`src/rtl/if_fetch.sv`:
```
// rtl/if_fetch.sv - instruction fetch stage with IF/ID register and one-entry skid buffer
module if_fetch #(
  parameter logic [31:0] RESET_ADDR = 32'h0000_0000,
  parameter logic [31:0] NOP_INST   = 32'h0000_0013
) (
  input  logic        clk,
  input  logic        rst_n,
  input  logic        jump_en_i,
  input  logic [31:0] jump_addr_i,
  input  logic        hold_i,
  output logic        ibus_req_o,
  output logic [31:0] ibus_addr_o,
  input  logic        ibus_gnt_i,
  input  logic        ibus_rvalid_i,
  input  logic [31:0] ibus_rdata_i,
  output logic [31:0] inst_o,
  output logic [31:0] inst_addr_o,
  output logic        inst_valid_o
);

  typedef enum logic [1:0] {IDLE, REQ, WAIT, DROP} state_t;

  state_t      state;
  logic [31:0] pc;
  logic [31:0] req_addr;
  logic        skid_valid;
  logic [31:0] skid_inst;
  logic [31:0] skid_addr;
  logic        grant;
  logic        capture;
  logic        pending;
  logic        unused_jump_lsbs;

  // A request is held off while the skid is occupied and dropped outright on a redirect.
  assign ibus_req_o  = (state == REQ) && !skid_valid && !jump_en_i;
  assign ibus_addr_o = pc;
  assign grant       = ibus_req_o && ibus_gnt_i;
  // Only a response for a live (non-squashed) request is kept; a response in the jump cycle is dropped.
  assign capture     = (state == WAIT) && ibus_rvalid_i && !jump_en_i;
  // A response is still owed by the bus in these states.
  assign pending     = (state == WAIT) || (state == DROP);
  // Word alignment: target low bits never reach the PC.
  assign unused_jump_lsbs = ^jump_addr_i[1:0];

  // Fetch FSM, PC and the address tag of the outstanding request.
  always_ff @(posedge clk or negedge rst_n) begin
    if (!rst_n) begin
      state    <= IDLE;
      pc       <= RESET_ADDR;
      req_addr <= RESET_ADDR;
    end else if (jump_en_i) begin
      pc    <= {jump_addr_i[31:2], 2'b00};
      state <= (pending && !ibus_rvalid_i) ? DROP : REQ;
    end else begin
      case (state)
        IDLE: state <= REQ;
        REQ: begin
          if (grant) begin
            pc       <= pc + 32'd4;
            req_addr <= pc;
            state    <= WAIT;
          end
        end
        WAIT, DROP: begin
          if (ibus_rvalid_i) state <= REQ;
        end
        default: state <= IDLE;
      endcase
    end
  end

  // IF/ID register and skid buffer: a response that lands during a stall parks in the skid.
  always_ff @(posedge clk or negedge rst_n) begin
    if (!rst_n) begin
      inst_o       <= NOP_INST;
      inst_addr_o  <= 32'h0;
      inst_valid_o <= 1'b0;
      skid_valid   <= 1'b0;
      skid_inst    <= NOP_INST;
      skid_addr    <= 32'h0;
    end else if (jump_en_i) begin
      inst_o       <= NOP_INST;
      inst_valid_o <= 1'b0;
      skid_valid   <= 1'b0;
    end else if (!hold_i) begin
      if (skid_valid) begin
        inst_o       <= skid_inst;
        inst_addr_o  <= skid_addr;
        inst_valid_o <= 1'b1;
        skid_valid   <= 1'b0;
      end else if (capture) begin
        inst_o       <= ibus_rdata_i;
        inst_addr_o  <= req_addr;
        inst_valid_o <= 1'b1;
      end else begin
        inst_o       <= NOP_INST;
        inst_valid_o <= 1'b0;
      end
    end else if (capture) begin
      skid_inst  <= ibus_rdata_i;
      skid_addr  <= req_addr;
      skid_valid <= 1'b1;
    end
  end

endmodule

```
`config.mk`:
```
export PLATFORM = sky130hd
export DESIGN_NAME = if_fetch
export DESIGN_NICKNAME = d
export VERILOG_FILES = /design/src/rtl/if_fetch.sv
export SDC_FILE = /design/constraint.sdc
export NUM_CORES = 1
export LEC_CHECK = 0
export ABC_AREA = 1
export CAP_MARGIN = 10
export CORE_ASPECT_RATIO = 1.4
export CORE_UTILIZATION = 28
export DETAILED_ROUTE_END_ITERATION = 8
export PLACE_DENSITY_LB_ADDON = 0.2
export RECOVER_POWER = 50
export SETUP_SLACK_MARGIN = 0.15
export SYNTH_ARGS = -nofsm -noshare
export SYNTH_HDL_FRONTEND = slang
export SYNTH_SLANG_ARGS = --single-unit
```
`constraint.sdc`:
```
create_clock -name clk -period 1.8 [get_ports clk]
set_input_delay 0.27 -clock clk [delete_from_list [all_inputs] [get_ports clk]]
set_output_delay 0.27 -clock clk [all_outputs]
set_load 0.1 [all_outputs]
```
# Yosys cells after proc, flatten, opt, wreduce, memory -nomap -nowiden
# Index checks and enable logic that the tools add are counted.
# Widths: inputs -> output; s select.
# word_totals
regBits	196
input_bits	70
out_inout_bits	98
elab_cells	60
# op_classes
addsub	1
n_eq_ne	7
mux	21
bitwise	2
n_reduce_logical	20
# ops
op	n
$mux 32	9
$add 32x3->32 const B	1
$reduce_and 3->1	3
$mux 2	4
$mux 1	7
$logic_and 1x1->1	6
$ne 3x3->1 const B	2
$pmux 2 s3	1
$reduce_bool 2->1	3
$eq 2x2->1 const B	2
$reduce_and 2->1	2
$logic_not 1->1	3
$ne 3x2->1 const B	1
$eq 2x1->1 const B	1
$logic_not 2->1	1
$ne 2x2->1 const B	1
$not 1->1	2
$reduce_or 2->1	1
$logic_or 1x1->1	1

# Longest topological paths before layout
# Gate-level depths: netlist of the first run.
# depth
ltp_word	7
depth_mapped	9
ltp_nobuf	8

# Worst setup path before layout of the first run
# OpenSTA, ideal clock, no wires.
# synth_path
kind	register to output
startpoint	reg skid_valid
endpoint	out ibus_req_o
arrival_ns	1.966
required_time_ns	1.530
setup_slack_ns	-0.436
path_stages_with_launch	4
path_buffers	2
path_cell_list	dfrtp_1 > buf_6 > clkbuf_1 > nor2_1
# synth_between
elab_chain_len	3
# synth_lines
element	line	source
start, declared	26	logic skid_valid;
start signal, assigned	78	skid_valid <= 1'b0;
start signal, assigned	84	skid_valid <= 1'b0;
start signal, assigned	90	skid_valid <= 1'b0;
$logic_not 1->1	35	assign ibus_req_o = (state == REQ) && !skid_valid && !jump_en_i;
$logic_and 1x1->1 (2 in a row)	35	
end, declared	11	output logic ibus_req_o,
# No other way between the ends.

# Final worst setup path of the first run
# Same ends and word-level chain as after synthesis.

==> flow_metrics.tcl, run 1 <==
set metrics [dict create \
    fin_crit_ns 1.641 \
    drc 9 \
    cp.arrival_ns 1.37 \
    fp-row-count 76 \
    drive_above_1_share_pct 20.14 \
    status "finished, violations left" \
    antenna_left 0 \
    final_core_util_pct 39.71 \
    antenna_found_initial 0 \
    path_max_fanout 5 \
    rsz0062_at_grt "yes" \
    fin_crit_sh_pct 91.16 \
    path_class "reg2out" \
    die-height_um 212.6 \
    ioPinCount 168 \
    drt_pass1_iterations 7 \
    slew_viol_final 0 \
    register_area_um2 4750 \
    place_congestion 0.8471 \
    cts_made_buffers 17 \
    fin_hold_ws_ns 0.2698 \
    fin_nets 1355 \
    slew-limit-headroom_pct 16.60 \
    routedWlPerCell_um 15.71 \
    yosysSeqAreaShare_pct 53.13 \
    netlist_area_um2 8869 \
    start_util_pct 28.61 \
    cts_tree "done" \
    area_delta_synth_final_pct 38.80 \
    cp-start-kind "flip-flop" \
    drtIter0Drc 353 \
    p_per_area_nw_per_um2 1095 \
    viasPerCell 4.667 \
    hp-class "in2reg" \
    mostFrequentLayoutCells "nand2_1 (246), dfrtp_1 (162), nor2_1 (145)" \
    grt.overflow.total 0 \
    multi_input_area_um2 3553 \
    worst_setup_path_end_kind "output pin" \
    grt_pass1_wl_um 42160 \
    fillers 3180 \
    die_width_um 152.4 \
    leakage_uw 0.005993 \
    synthDistinctLibCells 37 \
    antenna_cells 0 \
    portBuffers 161 \
    grt_pass1_vias 7766 \
    peakVddDrop_uv 524.4 \
    hold_viol 0 \
    core_area_um2 31000 \
    num_vias 7869 \
    tightest_slew_ns 1.251 \
    avgSynthCellArea_um2 8.114 \
    crit_required_ns 1.53 \
    syn_inst 1093 \
    clkTransAtPathRegs_ns 0.07 \
    clock_path_buffers 2 \
    skew_ns 0.009725 \
    setup_viol 0 \
    wirelength_um 26490 \
    ys_warn_count 0 \
    grt_max_degree 55 \
    synth_edf_count 0 \
    ys_ff_latch 188 \
    drv_cap 0 \
    clock-sinks 188 \
    synth-async-reset-ratio_pct 100.0 \
    die_area_um2 32400 \
    final_common_cell "nand2_1" \
    ys.flop_type "dfrtp_1" \
    synthTopCellsByArea "dfrtp_1 (51%), nand2_1 (10%), nand3_1 (7.4%)" \
    hpwlAfterDp_um 18770 \
    failed_checks "design-rule violations" \
    yosys.area.top_type_share_pct 51.35 \
    cts-root-buf "clkbuf_16" \
    fmax_mhz 609.4 \
    grt_usage_pct 16.83 \
    yosys.area.top_type "dfrtp_1" \
    h-tree-depth 4 \
    clk_latency_ns 0.43 \
    finalSetupTns_ns 0 \
]
[final timing paths]
check                                  end  cells past startpoint  slack, ns            from
hold reg to reg               skid_inst[1]                      2       0.47    skid_inst[1]
setup / recovery                ibus_req_o                      3       0.16      skid_valid
max in group asynchronous     skid_inst[9]                      3       0.27           rst_n
min in group asynchronous   ibus_addr_o[3]                      2       0.63           rst_n
hold / removal                skid_inst[1]                      3       0.27          hold_i
setup reg to reg           ibus_addr_o[26]                      9       0.25  ibus_addr_o[2]
[metrics by stage]
stage	cells	cell area, um2	setup slack (ns)	total power (uW)
finish	1686	12310	0.1591	13480
global route	1686	12310	0.1013	14150
CTS	1672	12530	0.09273	14060
detailed placement	1638	11850	-0.1084	10080
global placement	1638	11850	-0.1117	10040
floorplan	1096	8951	0.1549	8139
[cell usage after synthesis (3+ instances only)]
cell,instances
o21ai_0,64
nor2_2,3
o211ai_1,5
nand4_1,9
nand2_2,3
clkbuf_1,18
o21a_1,6
nand3_2,3
inv_2,3
dfstp_2,6
buf_6,7
o21ai_1,12
buf_2,30
o31ai_1,29
a21oi_1,52
nor2_1,159
a31oi_1,5
inv_1,90
dfrtp_1,182
buf_4,11
nand3_1,132
nand2_1,247
[critical path: stages (launching register included)]
cell and delay (ns):
dfrtp_2 0.44, buf_12 0.14, nor2_4 0.16, buf_12 0.19
[registers in the layout (all words and copies together) (netlist names)]
register      count
state             2
ibus_addr_o      30
inst_valid_o      1
inst_addr_o      30
inst_o           32
req_addr         30
skid_addr        30
skid_inst        32
skid_valid        1
[area by class of cell]
cell class	instances	area share, %
clock buffer	23	4.046
clock inverter	8	0.8742
inverter	93	2.856
multi-input combinational	748	28.87
sequential	188	38.59
tap	390	3.964
timing repair buffer	236	20.81
[report_power, final]
group          switching [uW]  internal, uW
Clock                    1660          2230
Combinational            2880          1240
Sequential                550          4920
Total                    5100          8390
[kinds of logic (layout without fill, tap and decap cells)]
group,after synthesis,count (layout),share of synthesized area [%]
fa+ha+maj,1,1,0.1411
compound gates,179,179,11.61
simple gates,562,562,26.61
flops,188,188,53.13
mux,1,1,0.1129
other cells,1,4,0.04228
buf+inv,160,360,8.253
xor+xnor,1,1,0.09878
[per-layer routing]
| layer | part of all wire, % | vias to the layer above | track usage [%] | wire length [um] |
|---|---|---|---|---|
| met5 | 0 | - | 0 | 0 |
| met4 | 2.0 | 0 | 6.444 | 517 |
| met3 | 4.2 | 25 | 2.589 | 1108 |
| met2 | 51 | 192 | 29.64 | 13410 |
| met1 | 43 | 3720 | 20.74 | 11450 |
| li1 | - | 3932 | - | - |
[what timing repair did]
action	CTS	global route
hold buffers	1	0
hold endpoints to repair	182	0
resized for setup	12	21
setup endpoints to repair	15	24
cloned	0	2
setup buffers	2	12
pin swaps	2	3
Power figures use the tool's default switching activity.
==> inputs of run 2 (changes only) <==
clock period = 1.65 ns   (was 1.8 ns; I/O delays follow)
==> run 2 against run 1 <==
Highest routed layer unchanged. First-iteration DRC count is 9.1% lower. Utilization is 3.2 points higher. Sequential power is 10% higher. Design area is 8.2% higher. The run ends with design-rule violations, negative setup slack left. Critical endpoint unchanged. Clock power is 12% higher. Via count is 3.5% higher. Power is 15% higher. Routed wire length is 5.3% higher. Cell count is 1.8% higher. Die area stayed put. Largest cell class unchanged. Count of clock-buffer cells in the layout is 5 lower.
==> flow_metrics.tcl, run 2 (synthesis gave the netlist of run 1 again) <==
set metrics [dict create \
    grt_pass1_wl_um 43610 \
    p_per_area_nw_per_um2 1167 \
    power_frac_seq_pct 38.9 \
    grt.overflow.total 0 \
    antenna_found_initial 0 \
    drive_above_1_share_pct 25.87 \
    num_vias 8146 \
    final_common_cell "nand2_1" \
    crit_chain "buf_4, nor2_4, buf_12" \
    area_delta_synth_final_pct 50.13 \
    tightest_slew_ns 0.8264 \
    r2r_cells 9 \
    viasPerCell 4.747 \
    drv_cap 0 \
    core_area_um2 31000 \
    path_class "reg2out" \
    cts_made_buffers 17 \
    r2r_end "state[0]" \
    slew_viol_final 0 \
    fin_crit_sh_pct 102.1 \
    status "finished, violations left" \
    fp-row-count 76 \
    p_switching_uw 5884 \
    antenna_cells 0 \
    clock-sinks 188 \
    dpl_cell_area_um2 12420 \
    combPwrFrac_pct 33.0 \
    biggestRegsByFlops "inst_o x32, skid_inst x32" \
    leakage_uw 0.006361 \
    die_width_um 152.4 \
    die_area_um2 32400 \
    fin_crit_ns 1.685 \
    drc 10 \
    slowest_stage "dfrtp_1" \
    grt_usage_pct 17.40 \
    clock_path_buffers 2 \
    ioPinCount 168 \
    routedWlPerCell_um 16.26 \
    layout_setup_ws_ns -0.03503 \
    failed_checks "design-rule violations, negative setup slack" \
    worst_setup_path_end_kind "output pin" \
    wirelength_um 27900 \
    drtIter0Drc 321 \
    path_max_fanout 17 \
    hold_start "jump_addr_i[12]" \
    intPower_uw 9654 \
    hpwlAfterDp_um 18820 \
    hold_viol 0 \
    finalSetupTns_ns -0.03503 \
    start_util_pct 28.61 \
    h-tree-depth 4 \
    rsz0062_at_grt "yes" \
    grt_max_degree 65 \
    crit-reg2reg-launch "state[1]" \
    peakVddDrop_uv 644.8 \
    power_uw 15540 \
    grt_pass1_vias 7993 \
    fmax_mhz 593.5 \
    setup_viol 1 \
    cts-root-buf "clkbuf_16" \
    finalInstanceArea_um2 13310 \
    crit_required_ns 1.40 \
    cp.arrival_ns 1.44 \
    portBuffers 161 \
    cts_tree "done" \
    skew_ns 0.008203 \
    mostFrequentLayoutCells "nand2_1 (241), dfrtp_1 (152), nor2_1 (133)" \
    min_to "ibus_addr_o[12]" \
    drt_pass1_iterations 7 \
    max_stage_delay_ns 0.41 \
    clkTransAtPathRegs_ns 0.07 \
    antenna_left 0 \
    r2r_slack_ns 0.05 \
    slew-limit-headroom_pct 44.91 \
    place_congestion 0.8462 \
    clockPowerShare_pct 28.1 \
    fin_nets 1384 \
    die-height_um 212.6 \
    hold-path-cell-count 3 \
    swShare_pct 37.87 \
    cp-start-kind "flip-flop" \
    hp-class "in2reg" \
    clk_latency_ns 0.44 \
]
==> run 2: changes by cell type in the layout (fill, tap and decap cells not counted), moves of 12 or more <==
cell / change
clkbuf_2: -32
buf_12: +29
buf_4: -16
nor2_1: -12
dfrtp_4: +12
buf_2: +31
o21ai_1: +12
o21ai_0: -12
==> run 2: area by class of cell <==
| cell class | instances | area, um2 |
|---|---|---|
| sequential | 188 | 4792 |
| clock buffer | 18 | 429.2 |
| tap | 390 | 488.0 |
| multi-input combinational | 748 | 3794 |
| clock inverter | 14 | 182.7 |
| timing repair buffer | 265 | 3271 |
| fill | 3018 | 17690 |
| inverter | 93 | 357.8 |
==> run 2: critical path, delay by kind of cell, from the launching register on <==
kind	cells	cell delay, ns
simple gates	1	0.17
flops	1	0.41
buf+inv	2	0.41
==> run 2: through the flow <==
| stage | util [%] | hold WS, ns | cells | setup slack, ns |
|---|---|---|---|---|
| 2_1_floorplan | - | -0.04809 | 1096 | 0.02302 |
| 6_report | 42.95 | 0.3352 | 1716 | -0.03503 |
| 3_3_place_gp | 40.08 | 0.1722 | 1648 | -0.1780 |
| 3_5_place_dp | 40.08 | 0.1732 | 1648 | -0.2105 |
| 5_1_grt | 42.95 | 0.3607 | 1716 | -0.09312 |
| 4_1_cts | 43.16 | 0.2690 | 1695 | -0.06343 |
==> run 2: routing by layer <==
layer  routed length, um  vias up  track usage (%)
met5                   0        -                0
met4                 619        0            6.827
met3                1091       36            2.507
met2               14400      203            30.83
met1               11780     3898            21.32
li1                    -     4009                -
==> run 2: repair_timing <==
item / 4_1_cts / 5_1_grt
gates resized for setup: 52 / 49
hold buffers: 1 / 0
setup endpoints to repair: 26 / 129
endpoints found under the hold margin: 57 / 0
pin swaps: 8 / 9
setup buffers: 13 / 16
cloned: 1 / 5
==> run 2: power groups by stage <==
stage	combinational [uW]	clock [uW]	sequential [uW]
floorplan	1160	0	7760
global placement	4900	0	6140
detailed placement	4940	0	6150
CTS	5120	4500	6080
global route	5450	4680	6140
finish	5130	4360	6040
==> run 2: worst max path at each step <==
stage                                  to  depth (start not counted)           start  slack, ns
after floorplan           ibus_addr_o[26]                          8  ibus_addr_o[3]       0.02
after global placement      skid_inst[13]                          8       jump_en_i      -0.18
after detailed placement    skid_inst[19]                          8       jump_en_i      -0.21
after CTS                      ibus_req_o                          5        state[1]      -0.06
after global routing           ibus_req_o                          3      skid_valid      -0.09
final                          ibus_req_o                          3      skid_valid      -0.04
==> inputs of run 3 (changes only) <==
CAP_MARGIN = not set   (was 10)
PLACE_DENSITY = 0.51   (was not set)
PLACE_DENSITY_LB_ADDON = not set   (was 0.2)
==> run 3 against run 2 <==
The run ends with design-rule violations left. Hold slack worse by 0.12 ns. Cell count down 0.12%. Non-clock buffer count down 1. Clock skew up 0.0088 ns. Power down 0.12%. Fmax up 4.8%. Critical path depth up 1. Global-route usage down 0.15 points. Via count down 0.76%. Clock power up 5.3%. Sequential power about the same. Register-to-register slack about the same. Critical endpoint unchanged. Highest routed layer unchanged.
==> flow_metrics.tcl, run 3 (synthesis gave the netlist of run 1 again) <==
set metrics [dict create \
    status "finished, violations left" \
    failed_checks "design-rule violations" \
    r2r_slack_ns 0.06 \
    crit-reg2reg-launch "state[1]" \
    fin_nets 1383 \
    wirelength_um 28530 \
    routedWlPerCell_um 16.65 \
    cpLargestDelayFamily "flip-flops" \
    antenna_left 0 \
    area_delta_synth_final_pct 49.94 \
    path_class "reg2out" \
    path_max_fanout 2 \
    skew_ns 0.01697 \
    path_buf_inv 2 \
    cp-startpoint "state[1]" \
    clk_latency_ns 0.45 \
    core_area_um2 31000 \
    crit_chain "inv_2, nand3_4, nor2_4, buf_12" \
    clkTransAtPathRegs_ns 0.07 \
    worst_setup_path_end_kind "output pin" \
    hpwlAfterDp_um 18750 \
    fin_crit_ns 1.608 \
    setup_viol 0 \
    mostFrequentLayoutCells "nand2_1 (235), dfrtp_1 (151), nor2_1 (130)" \
    cp-start-kind "flip-flop" \
    hp-class "in2reg" \
    h-tree-depth 4 \
    biggestRegsByFlops "inst_o x32, skid_inst x32" \
    critical_path_cell_count 4 \
    drtIter0Drc 348 \
    die-height_um 212.6 \
    place_congestion 0.8779 \
    grt.overflow.total 0 \
    p_per_area_nw_per_um2 1167 \
    fp-row-count 76 \
    cts_tree "done" \
    tightest_slew_ns 0.7482 \
    clock_path_buffers 2 \
    die_width_um 152.4 \
    worstSetupEndpoint "ibus_req_o" \
    max_stage_delay_ns 0.39 \
    clock-sinks 188 \
    rsz0062_at_grt "yes" \
    cts-root-buf "clkbuf_16" \
    drt_pass1_iterations 7 \
    leakage_uw 0.006363 \
    slew-limit-headroom_pct 50.12 \
    cts_made_buffers 17 \
    layout_setup_ws_ns 0.04199 \
    num_vias 8084 \
    r2r_end "ibus_addr_o[12]" \
    power_uw 15520 \
    viasPerCell 4.716 \
    grt_pass1_wl_um 42990 \
    antenna_found_initial 0 \
    fmax_mhz 621.9 \
    cp.arrival_ns 1.36 \
    final_core_util_pct 42.90 \
    ioPinCount 168 \
    drive_above_1_share_pct 26.21 \
    portBuffers 161 \
    start_util_pct 28.61 \
    peakVddDrop_uv 594.3 \
    r2r_cells 10 \
    die_area_um2 32400 \
    drv_cap 0 \
    drc 10 \
    slew_viol_final 0 \
    antenna_cells 0 \
    grt_max_degree 48 \
    grt_usage_pct 17.25 \
    hold_viol 0 \
    grt_pass1_vias 7868 \
    dp_cells 1643 \
    final_common_cell "nand2_1" \
    crit_required_ns 1.40 \
    hold-path-cell-count 3 \
    slowest_stage "dfrtp_1" \
    dp_worst_setup_slack_ns -0.1935 \
    finalNonFillerCells 1714 \
    fin_crit_sh_pct 97.45 \
]
-- run 3: changes by cell type in the layout (fill, tap and decap cells not counted), sizes merged --
| cell | previous run | this run |
|---|---|---|
| buf | 187 | 177 |
| clkinvlp | 6 | 4 |
| bufbuf | 1 | 2 |
| bufinv | 3 | 5 |
| clkbuf | 29 | 40 |
| clkinv | 1 | 0 |
| inv | 97 | 94 |
| dlymetal6s2s | 0 | 1 |
| dlygate4sd2 | 1 | 0 |
-- run 3: how the worst min path moves through the flow --
stage,start,to,slack [ns]
after floorplan,rst_n,ibus_addr_o[11],-0.05
after global placement,rst_n,ibus_addr_o[4],0.24
after detailed placement,rst_n,ibus_addr_o[4],0.24
after CTS,hold_i,skid_addr[20],0.19
after global routing,hold_i,skid_addr[24],0.22
final,hold_i,skid_addr[20],0.22
-- run 3: final cells by class --
type	instances	area [um2]
clock buffer	21	460.4
fill	3028	17700
clock inverter	10	188.9
sequential	188	4793
inverter	93	359.1
multi-input combinational	748	3811
timing repair buffer	264	3197
tap	390	488.0
-- run 3: worst min-delay path: stages --
cell     delay, ns
buf_2         0.20
nand3_1       0.12
nand2_1       0.05
-- run 3: through the flow --
stage	TNS (ns)	instance area, um2	hold slack [ns]
finish	0	13300	0.2168
global route	-0.05941	13300	0.2239
CTS	0	13280	0.1884
detailed placement	-18.46	12370	0.2374
global placement	-14.58	12370	0.2392
floorplan	0	9011	-0.04809
-- run 3: routing by layer --
layer,wire length [um],GRT usage (%)
met4,699,7.106
met2,14500,30.08
met1,12230,21.37
met3,1094,2.548
met5,0,0
-- run 3: where the power goes --
part	switching [uW]	internal, uW	total (uW)
clock network	1820	2770	4590
registers	626	5390	6020
logic	3290	1630	4910
-- run 3: timing repair --
action                                  in CTS  in global routing
pin swaps                                    5                 15
buffers inserted                            10                 17
endpoints found under the setup margin      47                118
cloned                                       3                  9
gates resized for setup                     22                 96
hold buffers                                 1                  0
endpoints found under the hold margin       41                  0
